File: src/rtl/if_fetch_unit.sv
// Instruction-fetch / next-PC stage.
// Holds the PC and fetches each instruction over a req/ack handshake with a
// variable-latency instruction memory. Each fetched word is presented to the
// decoder for one EXEC cycle. At the end of that cycle the next PC is
// committed from the decoder's NPCOp select.
module if_fetch_unit #(
   parameter logic [31:0] RESET_PC  = 32'h0000_3000,
   parameter logic [31:0] EXCEPT_PC = 32'h0000_4180
) (
   input  logic        clk,
   input  logic        rst,
   output logic        imem_req,
   output logic [31:0] imem_addr,
   input  logic        imem_ack,
   input  logic [31:0] imem_rdata,
   input  logic [2:0]  NPCOp,
   output logic [31:0] instr,
   output logic [31:0] pc,
   output logic [31:0] pc_plus4,
   output logic        nop,
   output logic [31:0] epc
);

   // Next-PC select codes shared with the decoder
   localparam logic [2:0] NPC_PLUS4  = 3'b000;
   localparam logic [2:0] NPC_BRANCH = 3'b001;
   localparam logic [2:0] NPC_JUMP   = 3'b010;
   localparam logic [2:0] NPC_EXCEPT = 3'b011;

   typedef enum logic [1:0] {
      S_IDLE  = 2'd0,
      S_FETCH = 2'd1,
      S_EXEC  = 2'd2
   } state_t;

   state_t      state_q, state_d;
   logic [31:0] pc_q, pc_d;
   logic [31:0] instr_q, instr_d;
   logic [31:0] epc_q, epc_d;

   // Next-PC arithmetic, all mod 2^32; unknown codes fall back to pc + 4
   function automatic logic [31:0] calc_npc(input logic [2:0]  op,
                                            input logic [31:0] pc_v,
                                            input logic [31:0] ins);
      logic [31:0]        p4;
      logic signed [31:0] br_off;
      logic [31:0]        npc;
      p4     = pc_v + 32'd4;
      br_off = {{14{ins[15]}}, ins[15:0], 2'b00};
      case (op)
         NPC_BRANCH: npc = p4 + $unsigned(br_off);
         NPC_JUMP:   npc = {p4[31:28], ins[25:0], 2'b00};
         NPC_EXCEPT: npc = EXCEPT_PC;
         default:    npc = p4;
      endcase
      return npc;
   endfunction

   // State and datapath registers; reset abandons any outstanding request at once
   always_ff @(posedge clk or posedge rst) begin
      if (rst) begin
         state_q <= S_IDLE;
         pc_q    <= RESET_PC;
         instr_q <= 32'h0;
         epc_q   <= 32'h0;
      end else begin
         state_q <= state_d;
         pc_q    <= pc_d;
         instr_q <= instr_d;
         epc_q   <= epc_d;
      end
   end

   // Next-state logic: IDLE once after reset, then FETCH/EXEC alternation with ack wait
   always_comb begin
      state_d = state_q;
      case (state_q)
         S_IDLE:  state_d = S_FETCH;
         S_FETCH: if (imem_ack) state_d = S_EXEC;
         S_EXEC:  state_d = S_FETCH;
         default: state_d = S_IDLE;
      endcase
   end

   // Datapath updates: instr only on a FETCH ack, pc/epc only at the end of EXEC
   always_comb begin
      pc_d    = pc_q;
      instr_d = instr_q;
      epc_d   = epc_q;
      if (state_q == S_FETCH && imem_ack) begin
         instr_d = imem_rdata;
      end
      if (state_q == S_EXEC) begin
         pc_d = calc_npc(NPCOp, pc_q, instr_q);
         if (NPCOp == NPC_EXCEPT) begin
            epc_d = pc_q;
         end
      end
   end

   // Outputs decoded from state: request only while fetching, valid only in EXEC
   always_comb begin
      imem_req = 1'b0;
      nop      = 1'b1;
      case (state_q)
         S_FETCH: imem_req = 1'b1;
         S_EXEC:  nop      = 1'b0;
         default: begin
            imem_req = 1'b0;
            nop      = 1'b1;
         end
      endcase
   end

   assign imem_addr = pc_q;
   assign pc        = pc_q;
   assign pc_plus4  = pc_q + 32'd4;
   assign instr     = instr_q;
   assign epc       = epc_q;

endmodule

File: config.mk
export PLATFORM = sky130hd
export DESIGN_NAME = if_fetch_unit
export DESIGN_NICKNAME = d
export VERILOG_FILES = /design/src/rtl/if_fetch_unit.sv
export SDC_FILE = /design/constraint.sdc
export NUM_CORES = 1
export LEC_CHECK = 0
export ABC_AREA = 1
export ABC_CLOCK_PERIOD_IN_PS = 4100
export CAP_MARGIN = 20
export CORE_MARGIN = 2
export CORE_UTILIZATION = 50
export CTS_CLUSTER_DIAMETER = 30
export DETAILED_ROUTE_END_ITERATION = 12
export PLACE_DENSITY = 0.82
export SLEW_MARGIN = 20
export SYNTH_ARGS = -nofsm -noshare
export SYNTH_HDL_FRONTEND = slang
export SYNTH_SLANG_ARGS = --single-unit
export TNS_END_PERCENT = 50
File: constraint.sdc
create_clock -name clk -period 4.1 [get_ports clk]
set_clock_uncertainty 0.1 [all_clocks]
set_input_delay 0.615 -clock clk [delete_from_list [all_inputs] [get_ports clk]]
set_output_delay 0.615 -clock clk [all_outputs]
set_load 0.005 [all_outputs]
# Word-level counts from Yosys, hierarchy flattened
# Cells that the tools add are included.
# totals
register_bits	98
latchBits	0
ramBits	0
romBits	0
input_bits	38
out_inout_bits	162
elab_cells	21
memories	0
# op_classes
add_sub_neg	2
multipliers	0
n_div	0
magnitude_cmp	0
eq_ne	6
n_shift	0
mux	5
bitwise	0
n_reduce_logical	4
# ops
operator	n
32-bit case mux with 3 select lines	1
32-bit by 3-bit adder with 32-bit output (second input constant)	1
32-bit adder	1
3-bit by 2-bit == test with 1-bit output (second input constant)	2
2-bit case mux with 2 select lines	1
3-bit by 1-bit == test with 1-bit output (second input constant)	1
2-bit by 1-bit == test with 1-bit output (second input constant)	1
2-bit == test (second input constant)	1
2-bit zero test	1
1-bit two-way mux	2
2-bit two-way mux	1
2-bit != test (second input constant)	1
2-bit AND reduction	1
2-bit OR reduction	1
1-bit logical AND	1

# Depth between registers and ports, before layout
# depth
depth_word	3
mapped_depth	23
mapped_depth_nobuf	23

# Worst setup path before layout
# OpenSTA, ideal clock, no wires.
# synth_timing
path_type	reg2reg
from	register pc_q[2], in the netlist imem_addr[2]
to	register pc_q[15], in the netlist imem_addr[15]
setup_ps	127
arrival_ps	2501
required_ps	3873
setup_slack_ps	1372
stages_incl_launch_ff	16
path_buffers	0
period_less_slack_ps	2728
cell_sequence	dfrtp_1 > ha_1 > nand2_1 > nor2_4 > and2_1 > xor2_1 > ha_1 > nand2_1 > inv_1 > nand2_1 > nand2_1 > a21oi_1 > nand2_1 > or2_2 > nand3_1 > a31oi_1
# synth_between
elab_chain_cells	3
# synth_lines
element	line_no	rtl
start, declared	37	logic [31:0] pc_q, pc_d;
start signal, assigned	68	pc_q <= pc_d;
32-bit by 3-bit adder with 32-bit output	--	
via pc_plus4[10]	19	output logic [31:0] pc_plus4,
32-bit adder	51	NPC_BRANCH: npc = p4 + $unsigned(br_off);
32-bit case mux with 3 select lines	50	case (op)
# The timed path passes the listed nets, and every way through them passes these cells.
# A chain may end at the register's enable or synchronous reset.

# Final worst setup path
# layout_timing
from	register pc_q[2], in the netlist imem_addr[2]
to	register pc_q[14], in the netlist imem_addr[14]
# layout_between
elab_chain_cells	3
# layout_lines
element	line_no	rtl
32-bit by 3-bit adder with 32-bit output *	48	p4 = pc_v + 32'd4;
32-bit adder	51	
32-bit case mux with 3 select lines *	50	
# Every way passes the cells marked *; elsewhere a longest branch is shown, timed or not.

==> metrics.yaml <==
die:
  rows: 44
  die_h_um: 125
  coreArea_mm2: 0.0145
  fp.dieW_um: 125
  initial_core_util: 0.509
  io_pins: 200
  die_area_mm2: 0.0157
clocking:
  clock_tree.root_cell: "clkbuf_16"
  htree_levels: 3
  numCtsBuffers: 9
  cts_buffer_depth: 2
  cts_tree: "built"
  insertion_delay_ns: 0.36
  clk_pin_slew_ns: 0.07
  cts_resized: 0
  post_cts_buffers: 0
  cts-hold-fix-buffers: 0
  numClockSinks: 94
final_layout:
  n_antenna_cell: 0
  nNetsFinal: 1365
  multi_input_area_mm2: 0.00404
  syn_to_final_growth_pct: 29.0
  stdcell_area_mm2: 0.00950
  seqCellArea_mm2: 0.00235
  drive_above_1_share: 0.0471
  final_util: 0.656
  fillers: 1320
yosys:
  synth_top_area_share: 0.313
  postSynthAreaPerCell_um2: 6.49
  syn_inst: 1135
  synth-edff-count: 0
  ys_async_sr_fraction: 1.00
  synth_area_leaders: "dfrtp_1 (31%), nand2_1 (20%), inv_1 (8.0%)"
  yosys-top-cells-count: "nand2_1 (401), inv_1 (157), dfrtp_1 (92), nor2_1 (84), nand3_1 (74)"
  synth_largest_area_cell: "dfrtp_1"
  synth_ff_type: "dfrtp_1"
  synth_seq_cells: 94
  ys_warn_count: 0
  netlist_area_mm2: 0.00737
  ys_seq_area_frac: 0.320
  synth_cell_types: 42
  yosysMostFrequentCell: "nand2_1"
grt:
  grt_max_degree: 37
  gr-total-overflow: 0
  grt_pass1_wl_um: 38800
  antenna_found_initial: 0
  grt_use_total: 0.311
  grt_pass1_vias: 7428
drt:
  vias: 8068
  wl_um: 24500
  drt_iter0_drc: 945
  detail-route-antenna-nets: 0
  first_pass_iters: 6
  routedWlPerCell_um: 16.5
  drc: 0
  viasPerCell: 5.45
timing:
  slew_viol_final: 0
  slew-limit-headroom: 0.342
  period_minus_slack_ns: 3.68
  rsz0062_at_grt: "no"
  max_freq_mhz: 272
  hold_viol: 0
  finalSetupViolCount: 0
  finalSetupTns_ns: 0
  post-route-period-util: 0.896
  worst_slew_pin_slew_ns: 0.981
  worst_slack_ns: 0.425
setup_path:
  worstPathMaxFanout: 8
  end_kind: "flop"
  cp_slowest_stage_delay_ns: 0.49
  cp.required_ns: 4.23
  worst_setup_path_start_kind: "flop"
  critPathMostFrequentCell: "nand2_1"
  crit_slowest_cell: "dfrtp_1"
  crit_chain: "ha_1 -> nand2_1 -> nor2_4 -> and2_1 -> xor2_1 -> ha_1 -> nand2_1 -> inv_1 -> nand2_1 -> inv_1 -> nand3_1 -> nand3b_1 -> nor2_1 -> nor2_1 -> o21ai_0 -> o21ai_0"
  arrival_ns: 3.81
  path_class: "reg2reg"
place:
  gp_congestion: 1.00
  dpl-instance-area_mm2: 0.00922
  pre_cts_slack_ns: 0.578
  dp.final_hpwl_um: 19200
  io_buffers: 191
status:
  status: "finished, final reports clean"
min_path:
  hold_class: "reg2reg"
flow_run:
  maxCapViolCount: 0
power_and_ir_drop:
  p_per_area_mw_per_mm2: 803
  p_total_mw: 7.64
  max-vdd-ir-drop_mv: 0.288
  p_leak_nw: 4.87
path summary, 6_finish.rpt:
check,endpoint,start,slack [ns],depth (start not counted)
worst min-delay path,state_q[0],state_q[1],0.37,1
min in group asynchronous,epc[4],rst,0.51,2
worst max register to register,imem_addr[14],imem_addr[2],0.42,16
max in group asynchronous,instr[11],rst,2.59,3
worst min register to register,state_q[0],state_q[1],0.37,1
worst max-delay path,imem_addr[14],imem_addr[2],0.42,16
power by group:
group          switching, mW  leakage, nW  internal, mW
Sequential             0.520         1.15          1.28
Combinational           2.75         3.59          2.25
Clock                  0.394        0.135         0.446
layout make-up:
| cell class | count | area share |
|---|---|---|
| Inverter | 160 | 0.0635 |
| Clock buffer | 12 | 0.0270 |
| Multi-Input combinational cell | 825 | 0.425 |
| Timing Repair Buffer | 201 | 0.209 |
| Clock inverter | 4 | 0.00303 |
| Tap cell | 184 | 0.0242 |
| Sequential cell | 94 | 0.248 |
metrics by stage:
step / cells / hold WS, ns
after detailed placement: 1464 / 0.356
after floorplan: 1142 / 0.335
final: 1480 / 0.366
after global placement: 1464 / 0.340
after CTS: 1480 / 0.364
after global routing: 1480 / 0.401
cells by family after synthesis:
kind of cell	Yosys count	synth area share
AO/OA/AOI/OAI	137	0.101
XOR/XNOR	17	0.0202
adder cells (fa/ha/maj)	36	0.0622
buffers and inverters	223	0.136
flip-flops	94	0.320
multiplexers	2	0.00306
other	1	0.000509
AND/OR/NAND/NOR	625	0.358
cell usage in the layout, fill, tap and decap left out, types with 2 or more instances in the layout:
cell type	netlist	layout
clkdlybuf4s50_1	0	191
conb_1	1	8
nor2_1	84	84
nor3_2	2	3
mux2_2	2	2
nand2_2	6	6
o21ai_0	54	54
and2_1	6	6
clkbuf_8	0	2
nor2_4	3	3
nand3b_1	9	9
o21bai_1	3	3
clkinvlp_4	0	2
a21oi_1	60	60
buf_4	40	10
or2_2	6	6
a31oi_1	4	4
ha_1	35	35
dfstp_2	2	2
a22oi_1	2	2
o21ai_1	2	2
nand4_1	15	15
inv_2	2	2
nor3_1	7	6
nand3_1	74	74
dfrtp_1	92	92
a32oi_1	6	6
nor2_2	9	9
a221oi_1	2	2
nand2_1	401	401
xor2_1	17	17
clkbuf_16	0	9
inv_1	157	156
per-layer routing:
| metal | part of all wire | up-vias | GRT usage |
|---|---|---|---|
| met1 | 0.43 | 3672 | 0.436 |
| met4 | 0.044 | 0 | 0.140 |
| met3 | 0.093 | 75 | 0.0561 |
| met2 | 0.43 | 469 | 0.471 |
| li1 | - | 3852 | - |
| met5 | 0 | - | 0 |
sequential cells by signal (all words and copies together), names as in the netlist:
| register | flops |
|---|---|
| state_q | 2 |
| instr | 32 |
| epc | 30 |
| imem_addr | 30 |
worst max-delay path, delay by kind of cell (launching register included):
| kind | cells | cell delay (ns) |
|---|---|---|
| simple gates | 9 | 1.36 |
| fa+ha+maj | 2 | 0.62 |
| flops | 1 | 0.49 |
| xor+xnor | 1 | 0.46 |
| compound gates | 2 | 0.39 |
| buf+inv | 2 | 0.10 |
Note: power is estimated with default switching activity, not from simulation.
